## src/rtl/sent_pkg.sv

```systemverilog
// Shared types for the SENT transmit message scheduler: scheduler state
// encoding, requester count and the latched message payload.
package sent_pkg;

    localparam int N_REQ = 4;

    typedef enum logic [2:0] {
        ST_IDLE   = 3'd0,
        ST_ARB    = 3'd1,
        ST_LAUNCH = 3'd2,
        ST_BUSY   = 3'd3,
        ST_GAP    = 3'd4
    } sched_state_e;

    typedef struct packed {
        logic [7:0]  id;
        logic [15:0] data;
        logic        fmt;
        logic        cfg;
    } payload_t;

    localparam payload_t PAYLOAD_ZERO = '{id: 8'h00, data: 16'h0000, fmt: 1'b0, cfg: 1'b0};

    // Extract requester idx's message fields from the packed request buses.
    function automatic payload_t pick_payload(
        input logic [8*N_REQ-1:0]  ids,
        input logic [16*N_REQ-1:0] data,
        input logic [N_REQ-1:0]    fmt,
        input logic [N_REQ-1:0]    cfg,
        input logic [1:0]          idx
    );
        payload_t p;
        p.id   = ids[{idx, 3'b000} +: 8];
        p.data = data[{idx, 4'b0000} +: 16];
        p.fmt  = fmt[idx];
        p.cfg  = cfg[idx];
        return p;
    endfunction

endpackage

```

## src/rtl/sent_rr_arbiter.sv

```systemverilog
// Combinational 4-way round-robin pick: the search starts one past the last
// winner and wraps, so every active requester is reached within four picks.
module sent_rr_arbiter
    import sent_pkg::*;
(
    input  logic [N_REQ-1:0] req,
    input  logic [1:0]       last_winner,
    output logic [N_REQ-1:0] grant_onehot,
    output logic [1:0]       grant_idx,
    output logic             grant_valid
);

    logic [1:0] start_s;
    logic [3:0] rot_s;
    logic [1:0] offset_s;

    // Rotate requests so bit 0 is the first candidate, then priority-encode.
    always_comb begin
        start_s = last_winner + 2'd1;
        rot_s   = 4'b0000;
        for (int i = 0; i < 4; i++) begin
            rot_s[i] = req[start_s + 2'(i)];
        end
        offset_s    = 2'd0;
        grant_valid = 1'b0;
        casez (rot_s)
            4'b???1: begin offset_s = 2'd0; grant_valid = 1'b1; end
            4'b??10: begin offset_s = 2'd1; grant_valid = 1'b1; end
            4'b?100: begin offset_s = 2'd2; grant_valid = 1'b1; end
            4'b1000: begin offset_s = 2'd3; grant_valid = 1'b1; end
            default: begin offset_s = 2'd0; grant_valid = 1'b0; end
        endcase
        grant_idx    = start_s + offset_s;
        grant_onehot = grant_valid ? (4'b0001 << grant_idx) : 4'b0000;
    end

endmodule

```

## src/rtl/sent_tx_msg_sched.sv

```systemverilog
// SENT slow-channel message scheduler: arbitrates four requesters round-robin,
// latches the winner's payload, launches the TX frame controller and waits for
// its completion edge before a fixed inter-message gap.
// Optional build macro SENT_SCHED_TIMEOUT_EN adds a BUSY watchdog that aborts
// a message after TIMEOUT_CYCLES cycles without completion.
module sent_tx_msg_sched #(
    parameter int N_REQ          = sent_pkg::N_REQ,
    parameter int GAP_CYCLES     = 2,
    parameter int TIMEOUT_CYCLES = 1048576
) (
    input  logic                  clk_tx,
    input  logic                  reset_tx,
    input  logic [N_REQ-1:0]      req,
    input  logic [8*N_REQ-1:0]    req_id,
    input  logic [16*N_REQ-1:0]   req_data,
    input  logic [N_REQ-1:0]      req_fmt,
    input  logic [N_REQ-1:0]      req_cfg,
    input  logic                  tx_idle,
    output logic                  enable,
    output logic [7:0]            id,
    output logic [15:0]           data_bit_field,
    output logic                  channel_format,
    output logic                  config_bit,
    output logic [N_REQ-1:0]      grant,
    output logic [N_REQ-1:0]      ack,
    output logic                  busy,
    output logic                  err_timeout
);

    import sent_pkg::*;

    if (N_REQ != 4) begin : g_bad_n_req
        $error("sent_tx_msg_sched supports exactly four requesters");
    end
    if (TIMEOUT_CYCLES < 1 || TIMEOUT_CYCLES > 16777216) begin : g_bad_timeout
        $error("sent_tx_msg_sched TIMEOUT_CYCLES must fit the 24-bit watchdog");
    end

    // Last GAP counter value; a zero gap still spends one cycle in GAP.
    localparam logic [15:0] GAP_LAST = 16'((GAP_CYCLES > 0) ? GAP_CYCLES - 1 : 0);

    sched_state_e        state_r, state_nxt_s;
    payload_t            payload_r, payload_nxt_s;
    logic [N_REQ-1:0]    grant_r, grant_nxt_s;
    logic [N_REQ-1:0]    ack_r, ack_nxt_s;
    logic [1:0]          winner_r, winner_nxt_s;
    logic [1:0]          last_winner_r, last_winner_nxt_s;
    logic [15:0]         gap_cnt_r, gap_cnt_nxt_s;
    logic                enable_r, enable_nxt_s;
    logic                busy_r, busy_nxt_s;
    logic                err_r, err_nxt_s;
    logic                tx_idle_prev_r;
    logic                completion_s;
    logic                timeout_hit_s;
    logic [N_REQ-1:0]    arb_onehot_s;
    logic [1:0]          arb_idx_s;
    logic                arb_valid_s;

    sent_rr_arbiter u_arb (
        .req          (req),
        .last_winner  (last_winner_r),
        .grant_onehot (arb_onehot_s),
        .grant_idx    (arb_idx_s),
        .grant_valid  (arb_valid_s)
    );

    // A level already high when BUSY starts is not a completion: the prior
    // value is sampled through LAUNCH, so only a genuine 0->1 step counts.
    assign completion_s = tx_idle & ~tx_idle_prev_r;

`ifdef SENT_SCHED_TIMEOUT_EN
    localparam logic [23:0] TMO_LAST = 24'(TIMEOUT_CYCLES - 1);
    logic [23:0] tmo_cnt_r;

    // Watchdog: counts BUSY cycles, cleared in every other state.
    always_ff @(posedge clk_tx or posedge reset_tx) begin
        if (reset_tx) begin
            tmo_cnt_r <= 24'd0;
        end else if (state_r == ST_BUSY) begin
            tmo_cnt_r <= tmo_cnt_r + 24'd1;
        end else begin
            tmo_cnt_r <= 24'd0;
        end
    end

    assign timeout_hit_s = (state_r == ST_BUSY) && (tmo_cnt_r == TMO_LAST);
`else
    assign timeout_hit_s = 1'b0;
`endif

    // Previous tx_idle level for edge detection.
    always_ff @(posedge clk_tx or posedge reset_tx) begin
        if (reset_tx) begin
            tx_idle_prev_r <= 1'b0;
        end else begin
            tx_idle_prev_r <= tx_idle;
        end
    end

    // Next-state and next-output decode for the scheduler FSM.
    always_comb begin
        state_nxt_s       = state_r;
        payload_nxt_s     = payload_r;
        grant_nxt_s       = grant_r;
        winner_nxt_s      = winner_r;
        last_winner_nxt_s = last_winner_r;
        gap_cnt_nxt_s     = gap_cnt_r;
        enable_nxt_s      = 1'b0;
        ack_nxt_s         = {N_REQ{1'b0}};
        err_nxt_s         = 1'b0;
        case (state_r)
            ST_IDLE: begin
                if (|req) begin
                    state_nxt_s = ST_ARB;
                end else begin
                    state_nxt_s = ST_IDLE;
                end
            end
            ST_ARB: begin
                if (arb_valid_s) begin
                    state_nxt_s   = ST_LAUNCH;
                    payload_nxt_s = pick_payload(req_id, req_data, req_fmt, req_cfg, arb_idx_s);
                    grant_nxt_s   = arb_onehot_s;
                    winner_nxt_s  = arb_idx_s;
                    enable_nxt_s  = 1'b1;
                end else begin
                    state_nxt_s = ST_IDLE;
                    grant_nxt_s = {N_REQ{1'b0}};
                end
            end
            ST_LAUNCH: begin
                state_nxt_s = ST_BUSY;
            end
            ST_BUSY: begin
                // Completion has priority over a coincident watchdog expiry.
                if (completion_s) begin
                    state_nxt_s       = ST_GAP;
                    ack_nxt_s         = grant_r;
                    grant_nxt_s       = {N_REQ{1'b0}};
                    last_winner_nxt_s = winner_r;
                    gap_cnt_nxt_s     = 16'd0;
                end else if (timeout_hit_s) begin
                    state_nxt_s       = ST_GAP;
                    err_nxt_s         = 1'b1;
                    grant_nxt_s       = {N_REQ{1'b0}};
                    last_winner_nxt_s = winner_r;
                    gap_cnt_nxt_s     = 16'd0;
                end else begin
                    state_nxt_s = ST_BUSY;
                end
            end
            ST_GAP: begin
                if (gap_cnt_r >= GAP_LAST) begin
                    state_nxt_s   = ST_IDLE;
                    gap_cnt_nxt_s = 16'd0;
                end else begin
                    state_nxt_s   = ST_GAP;
                    gap_cnt_nxt_s = gap_cnt_r + 16'd1;
                end
            end
            default: begin
                state_nxt_s = ST_IDLE;
                grant_nxt_s = {N_REQ{1'b0}};
            end
        endcase
        busy_nxt_s = (state_nxt_s != ST_IDLE);
    end

    // State and registered outputs.
    always_ff @(posedge clk_tx or posedge reset_tx) begin
        if (reset_tx) begin
            state_r       <= ST_IDLE;
            payload_r     <= PAYLOAD_ZERO;
            grant_r       <= {N_REQ{1'b0}};
            ack_r         <= {N_REQ{1'b0}};
            winner_r      <= 2'd0;
            last_winner_r <= 2'd3;
            gap_cnt_r     <= 16'd0;
            enable_r      <= 1'b0;
            busy_r        <= 1'b0;
            err_r         <= 1'b0;
        end else begin
            state_r       <= state_nxt_s;
            payload_r     <= payload_nxt_s;
            grant_r       <= grant_nxt_s;
            ack_r         <= ack_nxt_s;
            winner_r      <= winner_nxt_s;
            last_winner_r <= last_winner_nxt_s;
            gap_cnt_r     <= gap_cnt_nxt_s;
            enable_r      <= enable_nxt_s;
            busy_r        <= busy_nxt_s;
            err_r         <= err_nxt_s;
        end
    end

    assign enable         = enable_r;
    assign id             = payload_r.id;
    assign data_bit_field = payload_r.data;
    assign channel_format = payload_r.fmt;
    assign config_bit     = payload_r.cfg;
    assign grant          = grant_r;
    assign ack            = ack_r;
    assign busy           = busy_r;
    assign err_timeout    = err_r;

endmodule

```

## config.mk

```make
export PLATFORM = sky130hd
export DESIGN_NAME = sent_tx_msg_sched
export DESIGN_NICKNAME = d
export VERILOG_FILES = /design/src/rtl/sent_pkg.sv /design/src/rtl/sent_rr_arbiter.sv /design/src/rtl/sent_tx_msg_sched.sv
export SDC_FILE = /design/constraint.sdc
export NUM_CORES = 1
export LEC_CHECK = 0
export CORE_MARGIN = 4
export CORE_UTILIZATION = 30
export DETAILED_ROUTE_END_ITERATION = 7
export SYNTH_ARGS = -nofsm -noshare
export SYNTH_HDL_FRONTEND = slang
export SYNTH_SLANG_ARGS = --single-unit
```

## constraint.sdc

```tcl
create_clock -name clk_tx -period 7.5 [get_ports clk_tx]
set_clock_uncertainty 0.1 [all_clocks]
set_input_delay 1.5 -clock clk_tx [delete_from_list [all_inputs] [get_ports clk_tx]]
set_output_delay 1.5 -clock clk_tx [all_outputs]
set_load 0.03 [all_outputs]
```

Word-level counts from Yosys, hierarchy flattened
Index checks and enable logic that the tools add are counted.
{"block": "classes", "addsub": 6, "magnitude_cmp": 6, "n_eq_ne": 8, "shift": 3, "mux": 29, "n_bitwise": 3, "reduce_logical": 10}
{"cell": "$shiftx 64x7->16", "n": 1}
{"cell": "$mux 16", "n": 2}
{"cell": "$pmux 16 s2", "n": 1}
{"cell": "$shiftx 32x6->8", "n": 1}
{"cell": "$add 16x1->16 const B", "n": 1}
{"cell": "$ge 16x1->1 const B", "n": 1}
{"cell": "$mux 4", "n": 4}
{"cell": "$lt 2x3->1 const B", "n": 5}
{"cell": "$pmux 3 s5", "n": 1}
{"cell": "$bmux 1 s2", "n": 6}
{"cell": "$pmux 4 s3", "n": 1}
{"cell": "$mux 1", "n": 10}
{"cell": "$reduce_and 2->1", "n": 4}
{"cell": "$reduce_or 4->1", "n": 2}
{"cell": "$eq 3x2->1 const B", "n": 2}
{"cell": "$eq 3x3->1 const B", "n": 2}
{"cell": "$mux 3", "n": 2}
{"cell": "$pmux 2 s3", "n": 1}
{"cell": "$add 2x1->2 const B", "n": 2}
{"cell": "$add 2x2->2 const B", "n": 2}
{"cell": "$eq 4x4->1 const B", "n": 1}
{"cell": "$shl 1x2->4 const A", "n": 1}
{"cell": "$eq 3x1->1 const B", "n": 1}
{"cell": "$logic_not 3->1", "n": 1}
{"cell": "other kinds (9)", "n": 10}
{"block": "word_totals", "regBits": 60, "in_bits": 111, "out_inout_bits": 37, "elab_cells": 78}

Logic depth before layout (Yosys ltp)
Gate-level depths: netlist of the first run.
{"block": "depth", "ltp_word": 10, "depth_mapped": 13}

By module
A second synthesis of the first run with hierarchy kept.
{"block": "unflattened", "cells_unflattened": 241, "hier_area_um2": 3248.1}
{"mod": "sent_tx_msg_sched", "instances": 1, "cells_each": 203, "area_each_um2": 2967.8, "seq_area_each_um2": 1503.9}
{"mod": "sent_rr_arbiter", "instances": 1, "cells_each": 38, "area_each_um2": 280.3, "seq_area_each_um2": 0.0}

Worst setup path after synthesis of the first run
No wires, ideal clock.
{"block": "synth_path", "kind": "input -> register", "from": "input port req[3]", "to": "register grant_r[3], in the netlist grant[3]", "setup_ps": 121, "t_arrival_ps": 3565, "slack_ps": 3714, "stages": 10, "path_buffers": 2, "cell_sequence": "buf_2 -> or4_1 -> o2111ai_1 -> ha_1 -> xnor2_1 -> xnor2_1 -> nor3_2 -> buf_6 -> nor2_2 -> a32o_2"}
{"block": "synth_between", "elab_chain_cells": 8, "elab_cells_between_ends": 18, "classes_between": "add/sub: 1; eq/ne: 3; shift: 1; mux: 12; reduce/logical: 1"}
{"element": "start: declaration", "line_no": "sent_tx_msg_sched.sv:13", "text": "input logic [N_REQ-1:0] req,"}
{"element": "$bmux 1 s2", "line_no": "sent_rr_arbiter.sv:22", "text": "rot_s[i] = req[start_s + 2'(i)];"}
{"element": "$mux 1 (implied by the code)", "line_no": "sent_rr_arbiter.sv:22"}
{"element": "$eq 4x4->1 (tied with other cells)", "line_no": "sent_rr_arbiter.sv:26", "text": "casez (rot_s)"}
{"element": "$pmux 2 s3", "line_no": "sent_rr_arbiter.sv:26"}
{"element": "$add 2x2->2", "line_no": "sent_rr_arbiter.sv:33", "text": "grant_idx = start_s + offset_s;"}
{"element": "$shl 1x2->4", "line_no": "sent_rr_arbiter.sv:34", "text": "grant_onehot = grant_valid ? (4'b0001 << grant_idx) : 4'b0000;"}
{"element": "$mux 4 (*)", "line_no": "sent_tx_msg_sched.sv:120", "text": "if (arb_valid_s) begin"}
{"element": "$pmux 4 s3 (*)", "line_no": "sent_tx_msg_sched.sv:111", "text": "case (state_r)"}
{"element": "end signal: assignment", "line_no": "sent_tx_msg_sched.sv:174", "text": "grant_r <= {N_REQ{1'b0}};"}
{"element": "end signal: assignment", "line_no": "sent_tx_msg_sched.sv:185", "text": "grant_r <= grant_nxt_s;"}
{"element": "end: declaration", "line_no": "sent_tx_msg_sched.sv:44", "text": "logic [N_REQ-1:0] grant_r, grant_nxt_s;"}
Mark *: on every way between the ends. The rest lies on a longest branch, timed or not. The select of a mux whose other input is x is not followed.
A chain may end at the register's enable or synchronous reset.

Final worst setup path of the first run
Ends and elaborated chain as after synthesis.

==> flow_metrics.env, run 1 <==
export IMPL_outcome="completed"
export IMPL_grt_pass1_wl_um=16800
export IMPL_cts_setup_buffers=0
export IMPL_syn_nets=477
export IMPL_dieArea_um2=13600
export IMPL_gr_total_overflow=0
export IMPL_synth_main_ff_cell="dfrtp_1"
export IMPL_ios=148
export IMPL_drt_iter0_drc=134
export IMPL_setup_slack_ns=2.95
export IMPL_dp_slack_ns=2.63
export IMPL_synth_edf_count=0
export IMPL_path_clk_slew_ns=0.06
export IMPL_powerDensity_nw_per_um2=462
export IMPL_yosysMostFrequentCell="dfrtp_1"
export IMPL_grt_pass1_vias=3313
export IMPL_synth_xor_area_share_pct=0.957
export IMPL_worstSkewPairLatency_ns=0.32
export IMPL_core_area_um2=11500
export IMPL_min_from="data_bit_field[2]"
export IMPL_cts_path_max_buffers=2
export IMPL_grt_use_total_pct=15.9
export IMPL_whs_endpoint="data_bit_field[2]"
export IMPL_cts_sinks=60
export IMPL_dp_hpwl_um=7430
export IMPL_cts_made_buffers=9
export IMPL_io_buffers=146
export IMPL_fp_row_count=39
export IMPL_first_pass_iters=4
export IMPL_postCtsHoldBufs=0
export IMPL_setup_tns_ns=0
export IMPL_grt_max_degree=109
export IMPL_gp_congestion=0.812
export IMPL_synth_seq_area_share_pct=42.6
export IMPL_rr_worst_depth=12
export IMPL_r2r_start="last_winner_r[0]"
export IMPL_synth_area_leader_cell="dfrtp_1"
export IMPL_whs_ns=0.373
export IMPL_htree_num_levels=3
export IMPL_fin_crit_sh_pct=60.7
export IMPL_synth_fa_ha_area_share_pct=1.42
export IMPL_fmax_mhz=220
export IMPL_vias=3311
export IMPL_cp_required_ns=7.61
export IMPL_placed_cell_area_um2=5020
export IMPL_drc=0
export IMPL_synth_top_family_by_area="compound AO/OA/AOI/OAI gates"
export IMPL_cp_max_fo=17
export IMPL_worst_ir_drop_vdd_mv=0.299
export IMPL_nFillCells=1040
export IMPL_worstMarginPinSlew_ns=1.05
export IMPL_post_synth_cell_area_avg_um2=9.75
export IMPL_netlist_top_cells_count="dfrtp_1, nor2b_1, nand2_1"
export IMPL_root_buffer="clkbuf_16"
export IMPL_place_inst=622
export IMPL_slew_headroom_pct=29.6
export IMPL_final_max_slew_violation_count=0
export IMPL_synth_yosys_warnings=0
export IMPL_synthMuxAreaShare_pct=0.319
export IMPL_fp_dieW_um=116
export IMPL_area_growth_syn_to_layout_pct=52.6
export IMPL_cts_tree="done"
export IMPL_viasPerCell=5.19
export IMPL_yosysTopAreaCellShare_pct=41.1
export IMPL_setup_viol=0
export IMPL_ys_types=56
export IMPL_syn_inst=362
export IMPL_synth_area_um2=3530
export IMPL_drt_wl_total_um=10600
export IMPL_synth_seq_cells=60
export IMPL_initial_utilization_pct=30.8
export IMPL_antenna_found_initial=0
export IMPL_yosys_area_share_simple_pct=22.6
export IMPL_final_cell_area_um2=5390
export IMPL_async_flop_share_pct=100
export IMPL_critical_path_class="in -> reg"
export IMPL_hold_path_depth=2
export IMPL_route_antenna_remaining_nets=0
export IMPL_antenna_cells=0
export IMPL_cts_resized=0
export IMPL_finalHoldViolCount=0
export IMPL_p_leak_nw=2.15
export IMPL_synthTopCellsByArea="dfrtp_1, nor2b_1, a221oi_1"
export IMPL_finalNonFillerCells=638
export IMPL_timing_rr_end="grant[3]"
export IMPL_maxCapViolCount=0
export IMPL_synth_compound_area_share_pct=26.0
export IMPL_grt_setup_unrepaired="no"
export IMPL_dieHeight_um=116
export IMPL_wl_per_cell_um=16.6
export IMPL_finalCriticalPeriod_ns=4.55
export IMPL_drive_above_1_share_pct=7.47
export IMPL_end_kind="register"
export IMPL_startpoint_type="primary input"
export IMPL_arrival_ns=4.66
export IMPL_num_nets_final=605
export IMPL_ff2ff_setup_slack_ns=4.18
export IMPL_min_path_type="reg -> reg"
==> registers in the layout, indices dropped and copies added, names as in the netlist, 2 cells and up <==
name	count
id	8
state_r	3
winner_r	2
data_bit_field	16
ack	4
last_winner_r	2
grant	4
gap_cnt_r	16
==> power breakdown <==
group          switching [mW]  internal [mW]
logic                   0.894          0.574
clock network           0.148          0.359
registers              0.0753          0.437
total                    1.12           1.37
==> worst max-delay path by stage <==
stage                       from                  to  slack [ns]
after CTS                 req[3]          config_bit        2.96
after global placement    req[3]  data_bit_field[13]        2.71
after detailed placement  req[3]          config_bit        2.63
final                     req[3]            grant[3]        2.95
after global routing      req[3]          config_bit        2.73
after floorplan           req[3]            grant[3]        3.71
==> metal layers <==
layer  track usage (%)  part of all wire [%]  up-vias
li1                  -                     -     1613
met1              19.4                    42     1567
met2              25.4                    48      119
met3              6.06                   8.9       12
met4              5.96                   1.8        0
met5                 0                     0        -
==> area by class of cell <==
cell class | count | area [um2] | share of cell area, %
multi-input cells | 264 | 1830 | 34.0
flip-flops and latches | 60 | 1500 | 27.9
repair buffers | 149 | 1480 | 27.5
clock buffers | 10 | 229 | 4.25
well taps | 143 | 179 | 3.32
clock inverters | 6 | 136 | 2.53
inverters | 6 | 22.5 | 0.418
==> cell families (layout without fill, tap and decap cells) <==
group / Yosys count / in the layout
AO/OA/AOI/OAI: 108 / 108
XOR/XNOR: 3 / 3
adder cells (fa/ha/maj): 4 / 4
buffers and inverters: 38 / 171
flip-flops: 60 / 60
multiplexers: 1 / 1
other: 1 / 1
AND/OR/NAND/NOR: 147 / 147
==> metrics by stage <==
stage	utilization [%]	power, mW
6_report	47.0	2.49
5_1_grt	47.0	2.67
4_1_cts	47.0	2.52
3_5_place_dp	43.8	2.00
3_3_place_gp	43.8	1.97
2_1_floorplan	-	1.61
==> cell usage in the layout, fill, tap and decap left out, types with 2 or more instances in the layout <==
master / n
a21oi_1: 2
xnor2_1: 2
nor4_1: 5
nor2_1: 19
nor3_1: 2
bufinv_16: 4
nor2b_1: 56
a22o_1: 2
a2111oi_1: 18
buf_4: 3
and2_1: 11
a221oi_1: 26
clkbuf_16: 9
clkdlybuf4s50_1: 146
ha_1: 3
a31oi_1: 4
or4_1: 2
dfrtp_1: 58
o31ai_1: 25
inv_1: 4
a22oi_1: 2
nand2_1: 37
dfstp_2: 2
o211ai_1: 2
inv_2: 2
and3_1: 2
a2111oi_0: 7
o21ai_0: 5
nand2b_1: 4
==> critical path: stages <==
cell             delay (ns)
clkdlybuf4s50_1        0.57
or4_1                  0.57
o2111ai_1              0.14
ha_4                   0.17
xnor2_1                0.20
xnor2_1                0.20
nor3_4                 0.60
buf_4                  0.34
nor2_2                 0.07
a32o_2                 0.29
(Power assumes the default switching activity.)
==> run 2, diff against run 1 <==
Clock period 7.5 ns to 4.1 ns, I/O delays scaled along.
==> run 2 against run 1 <==
  * Hold slack gained 0.0034 ns
  * Non-clock buffer count rose by 7
  * Critical path depth stayed put
  * Critical path type unchanged
==> flow_metrics.env, run 2 (synthesis results as in run 1) <==
export IMPL_worstSkewPairLatency_ns=0.32
export IMPL_wl_per_cell_um=17.0
export IMPL_dp_hpwl_um=8120
export IMPL_maxCapViolCount=0
export IMPL_grt_use_total_pct=16.5
export IMPL_grt_setup_unrepaired="no"
export IMPL_initial_utilization_pct=30.8
export IMPL_cts_sinks=60
export IMPL_fp_row_count=39
export IMPL_io_buffers=146
export IMPL_cts_tree="done"
export IMPL_grt_pass1_wl_um=17300
export IMPL_final_cell_area_um2=5410
export IMPL_nFillCells=1088
export IMPL_drt_iter0_drc=102
export IMPL_num_nets_final=612
export IMPL_slew_headroom_pct=57.2
export IMPL_path_clk_slew_ns=0.05
export IMPL_antenna_cells=0
export IMPL_finalCriticalPeriod_ns=3.61
export IMPL_cts_setup_buffers=0
export IMPL_cp_max_fo=17
export IMPL_final_max_slew_violation_count=0
export IMPL_fin_crit_sh_pct=88.0
export IMPL_rr_worst_depth=12
export IMPL_grt_pass1_vias=3505
export IMPL_postCtsHoldBufs=0
export IMPL_antenna_found_initial=0
export IMPL_area_growth_syn_to_layout_pct=53.1
export IMPL_fmax_mhz=277
export IMPL_gp_congestion=0.800
export IMPL_cts_resized=0
export IMPL_grt_max_degree=58
export IMPL_outcome="completed"
export IMPL_fp_dieW_um=116
export IMPL_setup_viol=0
export IMPL_core_area_um2=11500
export IMPL_drive_above_1_share_pct=8.76
export IMPL_multiInputGateArea_um2=1830
export IMPL_dieArea_um2=13600
export IMPL_finalHoldViolCount=0
export IMPL_final_cell_mix="clkdlybuf4s50_1, dfrtp_1, nor2b_1"
export IMPL_root_buffer="clkbuf_16"
export IMPL_seq_area_um2=1500
export IMPL_setup_tns_ns=0
export IMPL_p_leak_nw=2.17
export IMPL_first_pass_iters=6
export IMPL_cts_path_max_buffers=2
export IMPL_viasPerCell=5.13
export IMPL_critical_path_class="in -> reg"
export IMPL_htree_num_levels=3
export IMPL_startpoint_type="primary input"
export IMPL_dieHeight_um=116
export IMPL_ios=148
export IMPL_worstMarginPinSlew_ns=0.633
export IMPL_cp_required_ns=4.18
export IMPL_worst_ir_drop_vdd_mv=0.505
export IMPL_drc=0
export IMPL_cts_made_buffers=9
export IMPL_placed_cell_area_um2=5100
export IMPL_min_path_type="reg -> reg"
export IMPL_drt_wl_total_um=11000
export IMPL_route_antenna_remaining_nets=0
export IMPL_hold_path_depth=2
export IMPL_vias=3312
export IMPL_gr_total_overflow=0
export IMPL_end_kind="register"
export IMPL_powerDensity_nw_per_um2=839
export IMPL_arrival_ns=3.69
export IMPL_layout_commonest_cell="clkdlybuf4s50_1"
[run 2: through the flow]
stage	total power, mW	hold slack (ns)	setup WS (ns)	instances	utilization [%]
final	4.53	0.376	0.494	645	47.1
after global routing	4.89	0.396	0.260	645	47.1
after CTS	4.60	0.382	0.488	645	47.1
after detailed placement	3.82	0.370	0.150	629	44.5
after global placement	3.78	0.360	0.293	629	44.5
after floorplan	2.95	0.344	0.994	362	-
[run 2: area by class of cell]
cell class | count | area share, %
flip-flops and latches | 60 | 27.8
multi-input cells | 264 | 33.9
well taps | 143 | 3.31
inverters | 6 | 0.417
repair buffers | 156 | 28.9
clock inverters | 4 | 0.880
clock buffers | 12 | 4.75
[run 2: power breakdown]
group	total, mW	internal, mW	switching [mW]
Sequential	0.940	0.799	0.140
Combinational	2.83	1.17	1.66
Clock	0.761	0.501	0.260
Total	4.53	2.47	2.06
[run 2: final timing paths]
check                                  start                 to  slack [ns]
max                                   req[3]  data_bit_field[3]        0.49
min reg2reg                data_bit_field[8]  data_bit_field[8]        0.38
max reg2reg                 last_winner_r[0]  data_bit_field[3]        1.04
min                        data_bit_field[8]  data_bit_field[8]        0.38
min in group asynchronous           reset_tx  data_bit_field[1]        0.74
max in group asynchronous           reset_tx   last_winner_r[0]        2.26
[run 2: routing by layer]
| metal | track usage, % | vias to the layer above | part of all wire (%) |
|---|---|---|---|
| met5 | 0 | - | 0 |
| met4 | 6.11 | 0 | 1.5 |
| met3 | 6.63 | 11 | 10 |
| met2 | 28.1 | 125 | 50 |
| met1 | 18.5 | 1557 | 39 |
| li1 | - | 1619 | - |
[run 2: worst max-delay path: stages]
cell and delay [ns]:
clkdlybuf4s50_1 0.56, or4_1 0.56, o2111ai_1 0.13, ha_4 0.17, xnor2_1 0.11, xnor2_1 0.36, o21ai_2 0.27, buf_4 0.28
a221oi_1 0.29, o31ai_1 0.11
